==> config.mk <==
export PLATFORM = sky130hd
export DESIGN_NAME = serial_pair_tx
export DESIGN_NICKNAME = d
export VERILOG_FILES = /design/src/rtl/serial_pair_tx.sv
export SDC_FILE = /design/constraint.sdc
export NUM_CORES = 1
export LEC_CHECK = 0
export ABC_AREA = 1
export BUFFER_PORTS_ARGS = -buffer_cell sky130_fd_sc_hd__buf_2
export CAP_MARGIN = 5
export CORE_ASPECT_RATIO = 0.5
export CORE_MARGIN = 3
export CORE_UTILIZATION = 60
export CTS_CLUSTER_SIZE = 28
export DETAILED_ROUTE_END_ITERATION = 6
export PLACE_DENSITY = 0.85
export SLEW_MARGIN = 20
export SYNTH_ARGS = -nofsm -noshare
export SYNTH_HDL_FRONTEND = slang
export SYNTH_SLANG_ARGS = --single-unit
==> constraint.sdc <==
create_clock -name clk -period 5.3 [get_ports clk]
set_clock_uncertainty 0.15 [all_clocks]
set_input_delay 0.53 -clock clk [delete_from_list [all_inputs] [get_ports clk]]
set_output_delay 0.53 -clock clk [all_outputs]
set_load 0.1 [all_outputs]
==> src/rtl/serial_pair_tx.sv <==
// Parallel-to-serial driver for a bit-serial two-operand comparator.
// Shifts a word pair out MSB-first, captures the verdict, then clears the comparator.
module serial_pair_tx #(
  parameter int unsigned WIDTH = 32,
  parameter int unsigned GAP   = 2
) (
  input  logic             clk,
  input  logic             rst,
  input  logic             in_valid,
  output logic             in_ready,
  input  logic [WIDTH-1:0] in_a,
  input  logic [WIDTH-1:0] in_b,
  output logic             a,
  output logic             b,
  output logic             sync_rst,
  input  logic [1:0]       y_in,
  output logic [1:0]       result,
  output logic             result_valid,
  output logic             busy
);

  localparam int unsigned CW = $clog2(WIDTH);
  localparam int unsigned GW = (GAP > 0) ? $clog2(GAP + 1) : 1;
  localparam logic [CW-1:0] CNT_LAST = CW'(WIDTH - 1);
  localparam logic [GW-1:0] GAP_LOAD = GW'((GAP > 0) ? GAP - 1 : 0);

  typedef enum logic [1:0] {
    ST_IDLE,
    ST_SHIFT,
    ST_CAPTURE,
    ST_GAP
  } state_e;

  state_e           state_q, state_d;
  logic [WIDTH-1:0] sreg_a_q, sreg_a_d;
  logic [WIDTH-1:0] sreg_b_q, sreg_b_d;
  logic [CW-1:0]    cnt_q, cnt_d;
  logic [GW-1:0]    gcnt_q, gcnt_d;
  logic             a_q, a_d;
  logic             b_q, b_d;
  logic             sync_rst_q, sync_rst_d;
  logic [1:0]       result_q, result_d;
  logic             result_valid_q, result_valid_d;
  logic             busy_q, busy_d;
  logic             in_ready_q, in_ready_d;

  // Shift registers hold the bits still to be sent; a_q/b_q carry the bit on the wire.
  always_comb begin
    state_d        = state_q;
    sreg_a_d       = sreg_a_q;
    sreg_b_d       = sreg_b_q;
    cnt_d          = cnt_q;
    gcnt_d         = gcnt_q;
    a_d            = a_q;
    b_d            = b_q;
    sync_rst_d     = sync_rst_q;
    result_d       = result_q;
    result_valid_d = 1'b0;
    busy_d         = busy_q;
    in_ready_d     = in_ready_q;

    case (state_q)
      ST_IDLE: begin
        if (in_valid) begin
          state_d    = ST_SHIFT;
          a_d        = in_a[WIDTH-1];
          b_d        = in_b[WIDTH-1];
          sreg_a_d   = {in_a[WIDTH-2:0], 1'b0};
          sreg_b_d   = {in_b[WIDTH-2:0], 1'b0};
          cnt_d      = CNT_LAST;
          busy_d     = 1'b1;
          in_ready_d = 1'b0;
        end
      end
      ST_SHIFT: begin
        if (cnt_q == '0) begin
          state_d = ST_CAPTURE;
          a_d     = 1'b0;
          b_d     = 1'b0;
        end else begin
          a_d      = sreg_a_q[WIDTH-1];
          b_d      = sreg_b_q[WIDTH-1];
          sreg_a_d = {sreg_a_q[WIDTH-2:0], 1'b0};
          sreg_b_d = {sreg_b_q[WIDTH-2:0], 1'b0};
          cnt_d    = cnt_q - CW'(1);
        end
      end
      ST_CAPTURE: begin
        result_d       = y_in;
        result_valid_d = 1'b1;
        if (GAP > 0) begin
          state_d    = ST_GAP;
          sync_rst_d = 1'b1;
          gcnt_d     = GAP_LOAD;
        end else begin
          state_d    = ST_IDLE;
          busy_d     = 1'b0;
          in_ready_d = 1'b1;
        end
      end
      ST_GAP: begin
        if (gcnt_q == '0) begin
          state_d    = ST_IDLE;
          sync_rst_d = 1'b0;
          busy_d     = 1'b0;
          in_ready_d = 1'b1;
        end else begin
          gcnt_d = gcnt_q - GW'(1);
        end
      end
      default: begin
        state_d    = ST_IDLE;
        a_d        = 1'b0;
        b_d        = 1'b0;
        sync_rst_d = 1'b0;
        busy_d     = 1'b0;
        in_ready_d = 1'b1;
      end
    endcase
  end

  always_ff @(posedge clk or posedge rst) begin
    if (rst) begin
      state_q        <= ST_IDLE;
      sreg_a_q       <= '0;
      sreg_b_q       <= '0;
      cnt_q          <= '0;
      gcnt_q         <= '0;
      a_q            <= 1'b0;
      b_q            <= 1'b0;
      sync_rst_q     <= 1'b0;
      result_q       <= 2'b00;
      result_valid_q <= 1'b0;
      busy_q         <= 1'b0;
      in_ready_q     <= 1'b1;
    end else begin
      state_q        <= state_d;
      sreg_a_q       <= sreg_a_d;
      sreg_b_q       <= sreg_b_d;
      cnt_q          <= cnt_d;
      gcnt_q         <= gcnt_d;
      a_q            <= a_d;
      b_q            <= b_d;
      sync_rst_q     <= sync_rst_d;
      result_q       <= result_d;
      result_valid_q <= result_valid_d;
      busy_q         <= busy_d;
      in_ready_q     <= in_ready_d;
    end
  end

  assign a            = a_q;
  assign b            = b_q;
  assign sync_rst     = sync_rst_q;
  assign result       = result_q;
  assign result_valid = result_valid_q;
  assign busy         = busy_q;
  assign in_ready     = in_ready_q;

endmodule

==> results of run 1 <==
-- power breakdown --
group          leakage (nW)  total, W  switching, W  internal [W]
Sequential            0.970   0.00110      0.000186      0.000915
Combinational          1.74   0.00191       0.00136      0.000546
Clock                 0.165  0.000668      0.000240      0.000428
Total                  2.88   0.00368       0.00179       0.00189
-- cell families after synthesis --
logic type,Yosys count,share of synthesized area (%)
simple gates,431,45.03
flops,79,44.50
buf+inv,51,7.234
compound gates,10,1.266
fa+ha+maj,7,1.970
-- cells in the final DEF, fill, tap and decap left out --
master,n
nand3_1,34
a21oi_1,3
nand2_1,344
ha_2,1
or2_2,2
nand2_2,1
buf_2,76
nand2_4,1
dfstp_2,1
clkinv_2,2
ha_1,6
buf_4,2
nand3_2,41
nor2_1,2
nand2_8,4
o21bai_1,2
inv_1,15
bufinv_16,1
o22ai_1,1
nand4_1,2
clkbuf_16,9
o21ai_0,4
dfrtp_1,78
clkbuf_8,5
inv_2,2
-- how the worst min path moves through the flow --
stage / from / slack (ns) / to / cells after the start
global route: rst / 0.07 / result[0] / 2
detailed placement: in_ready / 0.31 / in_ready / 2
finish: rst / 0.03 / result[0] / 2
global placement: busy / 0.30 / busy / 2
CTS: rst / 0.05 / result[0] / 2
floorplan: cnt_q[4] / 0.29 / cnt_q[4] / 2
-- synthesized netlist by cell type (2+ instances only) --
master      n  area share [%]
nand2_1   344              29
dfrtp_1    78              44
nand3_2    41             9.2
nand3_1    34             3.8
inv_1      16             1.4
buf_2      13             1.5
buf_8       7             2.4
clkbuf_1    7            0.59
ha_1        7             2.0
buf_4       5            0.84
nand2_8     4             1.8
o21ai_0     4            0.45
a21oi_1     3            0.34
inv_2       2            0.17
nand4_1     2            0.28
nor2_1      2            0.17
o21bai_1    2            0.34
or2_2       2            0.28
-- registers in the layout (all words and copies together) (netlist names), 2 cells and up --
signal	count
cnt_q	5
state_q	2
gcnt_q	2
sreg_b_q	31
result	2
sreg_a_q	31
-- routing by layer --
layer / global-route usage [%] / vias to the layer above / routed length (µm)
met4: 8.069 / 0 / 104
met5: 0 / - / 0
li1: - / 1905 / -
met1: 28.91 / 1792 / 4340
met2: 41.60 / 92 / 4547
met3: 7.366 / 13 / 598
-- final cells by class --
class                   count  area [µm²]  area share, %
multi-input cells         448        2148          42.67
flip-flops and latches     79        1978          39.29
clock buffers              14       294.0          5.840
inverters                  18       68.82          1.367
repair buffers             78       395.4          7.853
well taps                  92       115.1          2.286
clock inverters             2       35.03         0.6958
-- through the flow --
stage	total power [W]	setup WS, ns	area (µm²)
2_1_floorplan	0.002812	2.598	4446
3_3_place_gp	0.002913	2.486	4706
3_5_place_dp	0.002992	2.368	4706
4_1_cts	0.003691	2.377	5035
5_1_grt	0.003988	2.096	5035
6_report	0.003679	2.375	5035
==> run metrics, run 1 <==
TritonCTS clock tree=done; die area=~8500 µm²; CTS clock-pin slew for the worst setup and hold paths=approximately 0.06 ns; number of hold buffers added after CTS=0; number of DRC markers in iteration 0=270; FP Rows=21; Distinct cells, synth=23; Netlist Area Pre-Place=approximately 4400 µm²; slowest stage cell, crit path=inv_2; Die X=127.7 µm; Setup crit start kind=flop; # resized after CTS=0; Top delay family on crit path=simple AND/OR/NAND/NOR gates; vias per inst=5.201; GP Congestion=just under 0.8; WL final=9591 µm; clk sink count=79; Worst Path Required=around 5.4 ns; Residual DRC=0; Worst-Skew Late Latency=between 0.3 and 0.4 ns; sequential element share of the synthesized area=44.50%; TritonRoute pass-1 iters=5; Initial Util=64.09%; Gate Count Post-Synth=~580; via count=3802; synthesized area per cell=around 7.7 µm²; Final Cycle Share=between 50 and 60%; YS warnings=0; worst reg2reg endpoint=sreg_b_q[13]; RSZ-0062 raised after global routing=no; # fillers=533; final core occ=between 70% and 80%; max_slew headroom=29.15%; worst hold path type=in2async; leakage power=about 2.9 nW; Core Region=around 6900 µm²; CTS Root Cell=clkbuf_16; TritonCTS Buffers=9; Die Span Y=between 60 and 70 µm; crit path to=sreg_b_q[13]; syn nets=654; PwrDens=730.8 nW/µm²; smallest hold slack=around 0.029 ns; final critical-path required period=just under 3 ns; Final setup viols=0; worst vdd ir=394.6 µV; Ant. Diodes=0; register bit total from synthesis=79; worst slew pin tran=about 1.1 ns; H-tree depth=3; Buf/Inv on CP=2; placed cells=just over 700; area delta synth->final=13.26%; Post-synth EDFFs=0; I/O pin cnt=77; CP cell instances=inv_1 -> ha_2 -> inv_2 -> nand2_8 -> nand2_8 -> nand2_1 -> nand2_1; clock buffer depth=2; Final nets=710; vias in the first global route=between 3k and 4k; asr flop ratio synth=between 90% and 100%; post-route insts no fill=731; critical path class=reg2reg; Antenna Nets Post-Route=0; Worst Setup SP=state_q[1]; routed len/inst=around 13 µm; initial antenna violation count=0; critical path capture point type=flop; crit path DAT=roughly 3.1 ns; setup TNS=0 ns; reg2reg path depth=7; global-route wire length before repair=around 16000 µm; Fin. Hold Viols=0; critical path depth in cells=7; worst-path fanout max=around 70; final slew viol count=0; total gr overflow=0; port bufs=76; max-cap violations=0; HPWL after DPL=~5700 µm; status=complete, no violations; share of post-route cells with drive strength above 1=around 23%; R2R Setup Slk=2.38 ns; Synth Flop Type=dfrtp_1; post-CTS setup buffers=0; Max Freq=~340 MHz; R2R Path Start=state_q[1]; max incr delay on CP=between 0.7 and 0.8 ns; GRT Util Overall=about 24%; largest net degree at the start of global routing=70
(Power assumes the default switching activity.)
==> run 2: changes to the inputs <==
--- a/config.mk
+++ b/config.mk
@@ -5,15 +5,15 @@
 export SDC_FILE = /design/constraint.sdc
 export NUM_CORES = 1
 export LEC_CHECK = 0
-export ABC_AREA = 1
+export ABC_AREA = 0
 export BUFFER_PORTS_ARGS = -buffer_cell sky130_fd_sc_hd__buf_2
 export CAP_MARGIN = 5
 export CORE_ASPECT_RATIO = 0.5
 export CORE_MARGIN = 3
-export CORE_UTILIZATION = 60
+export CORE_UTILIZATION = 56
 export CTS_CLUSTER_SIZE = 28
 export DETAILED_ROUTE_END_ITERATION = 6
-export PLACE_DENSITY = 0.85
+export PLACE_DENSITY = 0.8
 export SLEW_MARGIN = 20
 export SYNTH_ARGS = -nofsm -noshare
 export SYNTH_HDL_FRONTEND = slang
==> constraint.sdc (replaced) <==
create_clock -name clk -period 2.7 [get_ports clk]
set_clock_uncertainty 0.15 [all_clocks]
set_input_delay 0.27 -clock clk [delete_from_list [all_inputs] [get_ports clk]]
set_output_delay 0.27 -clock clk [all_outputs]
set_load 0.1 [all_outputs]
==> run 2 against run 1 <==
Net effect: critical endpoint is now state_q[1]; largest power group unchanged; critical path depth shrank 2; routed wire length shrank 2.3%; via count shrank 7.4%; first-iteration DRC count grew 61%; highest routed layer unchanged; clock power grew 87%.
==> run metrics, run 2 <==
status=complete, no violations; sequential element share of the synthesized area=48.22% (+3.7 points); critical path class=reg2reg; Synth Flop Type=dfrtp_1; TritonCTS Buffers=9 (unchanged); largest net degree at the start of global routing=75 (+7.1%); routed len/inst=15.78 µm (+20%); Fin. Hold Viols=0 (unchanged); PwrDens=1257 nW/µm² (+72%); register bit total from synthesis=79 (unchanged); Worst Path Required=2.77 ns (-2.66 ns); port bufs=76 (unchanged); worst hold path type=in2reg; Synth Area in Simple Gates=18.39% (-27 points); dominant combinational cell family by area after synthesis=compound AO/OA/AOI/OAI gates; TritonCTS clock tree=done; TritonRoute pass-1 iters=4 (-1); most common cell in the netlist=dfrtp_1; Antenna Nets Post-Route=0 (unchanged); most frequent cells in the layout=78 x dfrtp_1, 76 x buf_2, 47 x nor2_1, 43 x nand2b_1, 27 x inv_1; total gr overflow=0 (unchanged); Ant. Diodes=0 (unchanged); YS warnings=0 (unchanged); syn nets=514 (-21%); vias per inst=5.924 (+14%); clk sink count=79 (unchanged); global-route wire length before repair=16000 µm (-1.6%); Initial Util=59.60% (-4.5 points); RSZ-0062 raised after global routing=no; crit path DAT=2.46 ns (-0.60 ns); # fillers=549 (+3.0%); area of the multi-input gates=1889 µm² (-12%); post-synth top area share=47.58% (+3.7 points); complex-gate fraction of the synthesized area=23.09% (+22 points); switch share=42.19% (-6.5 points); post-CTS setup buffers=0 (unchanged); max-cap violations=0 (unchanged); vias in the first global route=3269 (-13%); CTS clock-pin slew for the worst setup and hold paths=0.06 ns (about the same); clock share of power=20.3% (+2.1 points); I/O pin cnt=77 (unchanged); Post-Synth Adder-Cell Area=2.135% (+0.16 points); clock buffer depth=2 (unchanged); cell area after layout=4907 µm² (-2.5%); most frequent cells after synthesis=78 x dfrtp_1, 47 x nor2_1, 43 x nand2b_1; Post-synth EDFFs=0 (unchanged); CTS Root Cell=clkbuf_16; Net Sw Power=0.002602 W (+45%); Die Span Y=66.53 µm (-0.51%); synth top area cells=dfrtp_1 48%, nand2b_1 6.6%, a211oi_1 4.6%; # resized after CTS=0 (unchanged); worst vdd ir=499.3 µV (+27%); Final nets=573 (-19%); die area=8452 µm² (-1.0%); setup TNS=0 ns (unchanged); Core Region=6884 µm² (-0.76%); Residual DRC=0 (unchanged); largest registers=sreg_a_q (31), sreg_b_q (31), cnt_q (5); Setup WS post-layout=0.3078 ns (-2.067 ns); leakage power=2.051 nW (-29%); initial antenna violation count=0 (unchanged); synthesized area per cell=9.367 µm² (+22%); worst slew pin tran=0.7372 ns (-0.3256 ns); asr flop ratio synth=100.0% (unchanged); pre-CTS setup slack=0.3405 ns (-2.027 ns); critical path capture point type=flop; Worst-Skew Late Latency=0.34 ns (about the same); H-tree depth=3 (unchanged); commonest non-fill, non-tap cell in the layout=dfrtp_1; max_slew headroom=50.80% (+22 points); worst-path fanout max=4 (-94%); final slew viol count=0 (unchanged); Setup crit start kind=flop; number of DRC markers in iteration 0=435 (+61%); xor-xnor portion of the synthesized cell area=0% (unchanged); mux share of post-synthesis cell area=1.586% (+1.6 points); Placed Area=4587 µm² (-2.5%); Netlist Area Pre-Place=4103 µm² (-7.7%); number of hold buffers added after CTS=1 (+1); Synth area leader=dfrtp_1; Final Cycle Share=88.60% (+33 points); Distinct cells, synth=38 (+65%); HPWL after DPL=5815 µm (+2.6%); Max Freq=418.0 MHz (+22%); smallest hold slack=0.01586 ns (-0.01326 ns); Gate Count Post-Synth=438 (-24%); Die X=127.0 µm (-0.54%); GP Congestion=0.7770 (-0.46%); FF/Latch Area=1978 µm² (unchanged); final critical-path required period=2.392 ns (-0.5326 ns); area delta synth->final=19.61%; Seq pwr share=31.9% (+2.0 points); WL final=9374 µm (-2.3%); share of post-route cells with drive strength above 1=23.11% (-0.054 points); Internal=0.003565 W (+89%); Final setup viols=0 (unchanged); FP Rows=21 (unchanged); via count=3519 (-7.4%); GRT Util Overall=23.77% (-0.26 points); Comb power frac=47.8% (-4.1 points)
## run 2: worst paths after layout
path	depth (start not counted)	to	from	slack (ns)
max	5	state_q[1]	cnt_q[1]	0.31
max in group asynchronous	4	in_ready	rst	1.26
max reg2reg	5	state_q[1]	cnt_q[1]	0.31
min reg2reg	2	a	a	0.34
min	2	sreg_b_q[1]	in_b[0]	0.02
min in group asynchronous	3	sreg_a_q[28]	rst	0.45
## run 2: per-stage QoR
stage	utilization, %	std cells	total power (W)
after floorplan	-	438	0.004236
after global placement	66.63	577	0.004829
after detailed placement	66.63	577	0.004918
after CTS	71.28	594	0.006176
after global routing	71.28	594	0.006598
final	71.28	594	0.006167
## run 2: cells by family (layout without fill, tap and decap cells)
group,Yosys count,count (layout)
AND/OR/NAND/NOR,145,145
adder cells (fa/ha/maj),7,7
flip-flops,79,79
buffers and inverters,71,135
AO/OA/AOI/OAI,130,130
multiplexers,6,6
## run 2: critical path, cell delays in order (launching register included)
cell and delay, ns:
dfrtp_1 0.39, inv_1 0.09, ha_1 0.20, or4b_2 0.62, a222oi_1 0.45, mux2_1 0.37
## run 2: power by group through the flow
stage / logic [W] / registers (W) / clock network [W]
after floorplan: 0.00193 / 0.00230 / 0
after global placement: 0.00287 / 0.00196 / 0
after detailed placement: 0.00294 / 0.00198 / 0
after CTS: 0.00295 / 0.00196 / 0.00126
after global routing: 0.00325 / 0.00203 / 0.00132
final: 0.00295 / 0.00197 / 0.00125
## run 2: per-layer routing
metal	vias to the layer above	track usage, %	wire (µm)
li1	1732	-	-
met3	10	6.966	409
met2	71	35.92	4284
met1	1706	33.30	4583
met4	0	7.219	97
met5	-	0	0
## run 2: final cells by class
| cell class | count | area share (%) |
|---|---|---|
| Tap cell | 92 | 2.346 |
| Inverter | 28 | 2.167 |
| Clock buffer | 12 | 5.227 |
| Multi-Input combinational cell | 288 | 38.50 |
| Clock inverter | 4 | 1.096 |
| Sequential cell | 79 | 40.31 |
| Timing Repair Buffer | 91 | 10.35 |
